[src/rtl/rv_pkg.sv]
// Shared core definitions: fetch FSM states, reset vector, alignment helper,
// and the opcode/immediate enums used by the controller.
package rv_pkg;

    localparam int          XLEN_DEF      = 32;
    localparam logic [31:0] RESET_VEC_DEF = 32'h0000_0000;
    localparam logic [31:0] IALIGN_MASK   = 32'hFFFF_FFFC;

    typedef enum logic [1:0] {
        FETCH,
        WAIT,
        HOLD
    } fetch_state_e;

    typedef enum logic [6:0] {
        OP_LUI    = 7'b0110111,
        OP_AUIPC  = 7'b0010111,
        OP_JAL    = 7'b1101111,
        OP_JALR   = 7'b1100111,
        OP_BRANCH = 7'b1100011,
        OP_LOAD   = 7'b0000011,
        OP_STORE  = 7'b0100011,
        OP_IMM    = 7'b0010011,
        OP_REG    = 7'b0110011
    } opcode_e;

    typedef enum logic [2:0] {
        IMM_I,
        IMM_S,
        IMM_B,
        IMM_U,
        IMM_J
    } imm_sel_e;

    typedef struct packed {
        logic [31:0] pc;
        logic [31:0] inst;
    } if_id_t;

    // No C extension, so every fetch target is a 32-bit word boundary.
    function automatic logic [31:0] ialign(input logic [31:0] addr);
        return addr & IALIGN_MASK;
    endfunction

endpackage

[src/rtl/inst_fetch_pc_next.sv]
// Next-PC selection: sequential pc+4 or the aligned ALU jump/branch target.
// Kept combinational so a pipelined fetch can reuse it unchanged.
module pc_next
    import rv_pkg::*;
(
    input  logic [31:0] pc,
    input  logic        pc_sel,
    input  logic [31:0] alu_data,
    output logic [31:0] pc_four,
    output logic [31:0] next_pc
);

    assign pc_four = pc + 32'd4;
    assign next_pc = pc_sel ? ialign(alu_data) : pc_four;

endmodule

[src/rtl/inst_fetch.sv]
// Single-outstanding instruction fetch: owns the PC, talks req/ack/rvalid
// to imem and holds the fetched word for the decoder until retired.
module inst_fetch
    import rv_pkg::*;
#(
    parameter logic [31:0] RESET_VEC = RESET_VEC_DEF,
    parameter int          XLEN      = XLEN_DEF
) (
    input  logic            i_clk,
    input  logic            i_reset,
    output logic            o_imem_req,
    output logic [XLEN-1:0] o_imem_addr,
    input  logic            i_imem_ack,
    input  logic            i_imem_rvalid,
    input  logic [XLEN-1:0] i_imem_rdata,
    output logic [XLEN-1:0] o_inst,
    output logic            o_inst_vld,
    output logic [XLEN-1:0] o_pc,
    output logic [XLEN-1:0] o_pc_four,
    input  logic            i_inst_rdy,
    input  logic            i_pc_sel,
    input  logic [XLEN-1:0] i_alu_data,
    input  logic            i_flush,
    input  logic [XLEN-1:0] i_flush_pc,
    output logic [XLEN-1:0] o_retire_cnt
);

    fetch_state_e    state;
    fetch_state_e    state_nxt;
    logic [XLEN-1:0] pc;
    logic [XLEN-1:0] pc_nxt;
    logic [XLEN-1:0] pc_four;
    logic [XLEN-1:0] target;
    logic [XLEN-1:0] inst;
    logic [XLEN-1:0] retire_cnt;
    logic            kill;
    logic            kill_nxt;
    logic            load_inst;
    logic            retire;

    pc_next u_pc_next (
        .pc       (pc),
        .pc_sel   (i_pc_sel),
        .alu_data (i_alu_data),
        .pc_four  (pc_four),
        .next_pc  (target)
    );

    always_comb begin
        state_nxt = state;
        pc_nxt    = pc;
        kill_nxt  = kill;
        load_inst = 1'b0;
        retire    = 1'b0;
        unique case (state)
            FETCH: begin
                if (i_imem_ack) begin
                    state_nxt = WAIT;
                    kill_nxt  = i_flush;
                end
            end
            WAIT: begin
                if (i_imem_rvalid) begin
                    kill_nxt  = 1'b0;
                    load_inst = !kill && !i_flush;
                    state_nxt = load_inst ? HOLD : FETCH;
                end else if (i_flush) begin
                    // The in-flight word still has to drain; mark it stale.
                    kill_nxt = 1'b1;
                end
            end
            HOLD: begin
                if (i_flush) begin
                    state_nxt = FETCH;
                end else if (i_inst_rdy) begin
                    state_nxt = FETCH;
                    pc_nxt    = target;
                    retire    = 1'b1;
                end
            end
            default: begin
                state_nxt = FETCH;
            end
        endcase
        if (i_flush) begin
            pc_nxt = ialign(i_flush_pc);
        end
    end

    always_ff @(posedge i_clk or negedge i_reset) begin
        if (!i_reset) begin
            state      <= FETCH;
            pc         <= RESET_VEC;
            kill       <= 1'b0;
            inst       <= '0;
            retire_cnt <= '0;
        end else begin
            state <= state_nxt;
            pc    <= pc_nxt;
            kill  <= kill_nxt;
            if (load_inst) begin
                inst <= i_imem_rdata;
            end
            if (retire) begin
                retire_cnt <= retire_cnt + 1'b1;
            end
        end
    end

    // Gated by reset so the request drops the instant reset asserts.
    assign o_imem_req   = i_reset && (state == FETCH);
    assign o_imem_addr  = pc;
    assign o_inst       = inst;
    assign o_inst_vld   = (state == HOLD);
    assign o_pc         = pc;
    assign o_pc_four    = pc_four;
    assign o_retire_cnt = retire_cnt;

    rvalid_only_in_wait: assert property (
        @(posedge i_clk) disable iff (!i_reset)
        i_imem_rvalid |-> (state == WAIT)
    );

endmodule

[config.mk]
export PLATFORM = sky130hd
export DESIGN_NAME = inst_fetch
export DESIGN_NICKNAME = d
export VERILOG_FILES = /design/src/rtl/rv_pkg.sv /design/src/rtl/inst_fetch_pc_next.sv /design/src/rtl/inst_fetch.sv
export SDC_FILE = /design/constraint.sdc
export NUM_CORES = 1
export LEC_CHECK = 0
export BUFFER_PORTS_ARGS = -buffer_cell sky130_fd_sc_hd__buf_2
export CAP_MARGIN = 20
export CORE_ASPECT_RATIO = 0.8
export CORE_MARGIN = 3
export CORE_UTILIZATION = 35
export DETAILED_ROUTE_END_ITERATION = 10
export MAX_ROUTING_LAYER = met4
export SYNTH_ARGS = -nofsm -noshare
export SYNTH_HDL_FRONTEND = slang
export SYNTH_SLANG_ARGS = --single-unit
[constraint.sdc]
create_clock -name i_clk -period 2.7 [get_ports i_clk]
set_input_delay 0.135 -clock i_clk [delete_from_list [all_inputs] [get_ports i_clk]]
set_output_delay 0.135 -clock i_clk [all_outputs]
set_load 0.005 [all_outputs]
==> impl_metrics.tcl <==
set metrics [dict create \
    status "completed" \
    num_io_pins 265 \
    htree_levels 3 \
    post_synth_inst_count 518 \
    rows 39 \
    drive_above_1_share 0.4346 \
    slew_violations 0 \
    syn-cell-area_sq_um 5319 \
    final_nets 857 \
    vdd_drop_max_uv 389.6 \
    required_ps 2570 \
    postSynthAreaPerCell_sq_um 10.27 \
    setup_viol_count_final 0 \
    synth_cell_types 51 \
    cts_made_buffers 9 \
    endpoint_kind "primary output" \
    synth-async-reset-ratio 1.000 \
    ctsHoldBuffers 17 \
    period_share 0.9469 \
    synth_xor_area_frac 0.09715 \
    path_class "flop to primary output" \
    synth_flop_cell "dfrtp_1" \
    dieArea_sq_um 16720 \
    final_cell_area_sq_um 7012 \
    grt_util_met1 0.2605 \
    tritoncts "built" \
    max_cap_viol_count 0 \
    yosysTopAreaCellShare 0.4564 \
    grt_pass1_wl_mm 24.31 \
    final_cells 942 \
    yosysWarnings 0 \
    syn_to_final_growth_pct 31.83 \
    clockRootBuffer "clkbuf_16" \
    synth_top_family_by_area "simple AND/OR/NAND/NOR gates" \
    synth_top_cell_by_area "dfrtp_1" \
    drtPass1Iterations 4 \
    busiest_layer "met2" \
    synth_fa_ha_area_frac 0.004705 \
    finalPower_mw 4.364 \
    met2_usage 0.2815 \
    antenna_left 0 \
    finalHoldViolations 0 \
    drt_wl_total_mm 16.06 \
    start_util 0.3645 \
    grt_pass1_vias 4510 \
    ctsResizeCount 0 \
    overflow 0 \
    use_met3 0.04912 \
    worst_pin_slew_ps 654.0 \
    whs_path_depth 3 \
    slew_headroom 0.5617 \
    synth_seq_cells 97 \
    regArea_sq_um 2427 \
    rsz0062_at_grt "false" \
    synth-simple-area-share 0.1908 \
    viasPerCell 5.162 \
    multi_input_area_sq_um 2484 \
    place_inst 908 \
    place.gp.congestion 0.8763 \
    n_fill_cell 1415 \
    clk_latency_ps 350 \
    post_drt_wl_per_cell_um 17.04 \
    dp_slack_ps 485.7 \
    synthMuxAreaShare 0.07975 \
    hold_path_startpoint "i_flush_pc[2]" \
    powerDensity_nw_per_um2 622.4 \
    die_h_um 116.3 \
    cts_num_sinks 97 \
    synth_area_leaders "dfrtp_1 (46%), mux2_2 (7.4%), xnor2_1 (6.9%), buf_4 (5.2%), nand3_1 (4.2%)" \
    min_period_ps 2557 \
    die_w_um 143.8 \
    cts_setup_buffers 0 \
    place_area_sq_um 6545 \
    path_clk_slew_ps 70 \
    clk_path_buf_depth 2 \
    fin_worst_skew_ps 8.758 \
    dp_hpwl_mm 11.95 \
    cp-start-kind "flop" \
    fin_setup_tns_ps 0 \
    port_buffers 254 \
    num_vias 4863 \
    grt_antenna_before_repair 2 \
    power_leakage_nw 3.510 \
    timing.fmax_mhz 391.1 \
    grt.total_usage 0.1898 \
    core_area_sq_um 14590 \
    drc 0 \
    synth-compound-area-share 0.08821 \
    hold_class "input pin to flop" \
    setup.worst_path.start "o_imem_addr[5]" \
    yosysSeqAreaShare 0.4564 \
    rr_worst_depth 5 \
    r2r_start "o_imem_addr[5]" \
    synth_edf_count 0 \
    grt_max_degree 98 \
    path_max_fanout 9 \
    dr.first_iter.drc_count 263 \
    cp.arrival_ps 2420 \
    setup_ws_ps 143.3 \
]
path summary, 6_finish.rpt:
kind / to / slack, ps
setup / recovery: o_pc_four[30] / 140
hold reg to reg: o_retire_cnt[13] / 490
setup reg to reg: o_imem_addr[30] / 460
max in group asynchronous: o_retire_cnt[0] / 1850
hold / removal: o_imem_addr[2] / 20
min in group asynchronous: o_imem_addr[13] / 450
registers in the layout, indices dropped and copies added, names as in the netlist:
signal        count
state             2
kill              1
o_inst           32
o_imem_addr      30
o_retire_cnt     32
layout by cell type (no fill, tap or decap), types with 2 or more instances in the layout:
cell type,n
buf_2,253
dfrtp_1,97
nand2_1,48
nand3_1,45
xnor2_1,42
mux2_2,35
a21oi_1,28
nor2_1,23
a221o_1,21
nand4_1,18
xor2_1,17
dlygate4sd3_1,17
buf_4,11
and3_1,10
clkbuf_16,9
and4_1,8
o21ai_0,7
conb_1,6
nor3_1,5
inv_1,4
nor4_2,4
nor3b_1,3
mux2i_1,3
nand2b_1,3
o211ai_1,3
inv_8,3
nor4_1,2
nand3b_1,2
and2_1,2
nor3_2,2
o22ai_1,2
ha_1,2
inv_6,2
clkinv_4,2
buf_12,2
final cells by class:
type | count | share of cell area
antenna | 1 | 0.0003569
clock buffer | 9 | 0.03212
clock inverter | 7 | 0.009814
inverter | 4 | 0.002141
multi-input combinational | 357 | 0.3542
sequential | 97 | 0.3462
tap | 184 | 0.03283
timing repair buffer | 283 | 0.2223
per-layer routing:
metal,vias to the layer above,routed length [um],part of all wire
met5,-,0,0
met2,211,7276,0.45
met4,0,204,0.013
met1,2355,7324,0.46
li1,2282,-,-
met3,15,1251,0.078
cells by family after synthesis:
group	after synthesis
buf+inv	69
simple gates	185
mux	38
other cells	1
compound gates	67
xor+xnor	59
fa+ha+maj	2
flops	97
critical path, stage by stage, from the launching register on:
cell,delay [ps]
dfrtp_1,540
nand3_1,260
or4_4,620
nor4_2,270
xor2_1,230
buf_2,160
power breakdown:
group	total (mW)	switching [mW]	leakage (nW)	internal, mW
sequential	2.00	0.241	1.23	1.76
clock	1.27	0.611	0.146	0.655
combinational	1.10	0.471	2.13	0.628
stage by stage:
step | util | hold slack [ps]
2_1_floorplan | - | -160.6
3_3_place_gp | 0.4486 | 308.1
3_5_place_dp | 0.4486 | 312.5
4_1_cts | 0.4804 | 0.2008
5_1_grt | 0.4806 | 1.069
6_report | 0.4806 | 15.93
cell usage after synthesis, types with 2 or more instances:
cell type,instances
a21oi_1,28
a221o_1,21
and2_1,2
and3_1,10
and4_1,8
buf_1,2
buf_2,3
buf_4,37
buf_6,2
clkbuf_1,17
dfrtp_1,97
dlygate4sd1_1,2
ha_1,2
inv_1,4
mux2_2,35
mux2i_1,3
nand2_1,48
nand2b_1,3
nand3_1,45
nand3b_1,2
nand4_1,18
nor2_1,23
nor3_1,6
nor3b_1,3
nor4_1,2
nor4_2,4
o211ai_1,3
o21ai_0,7
o22ai_1,2
xnor2_1,42
xor2_1,17
No activity file was read; power rests on OpenSTA's default activity.
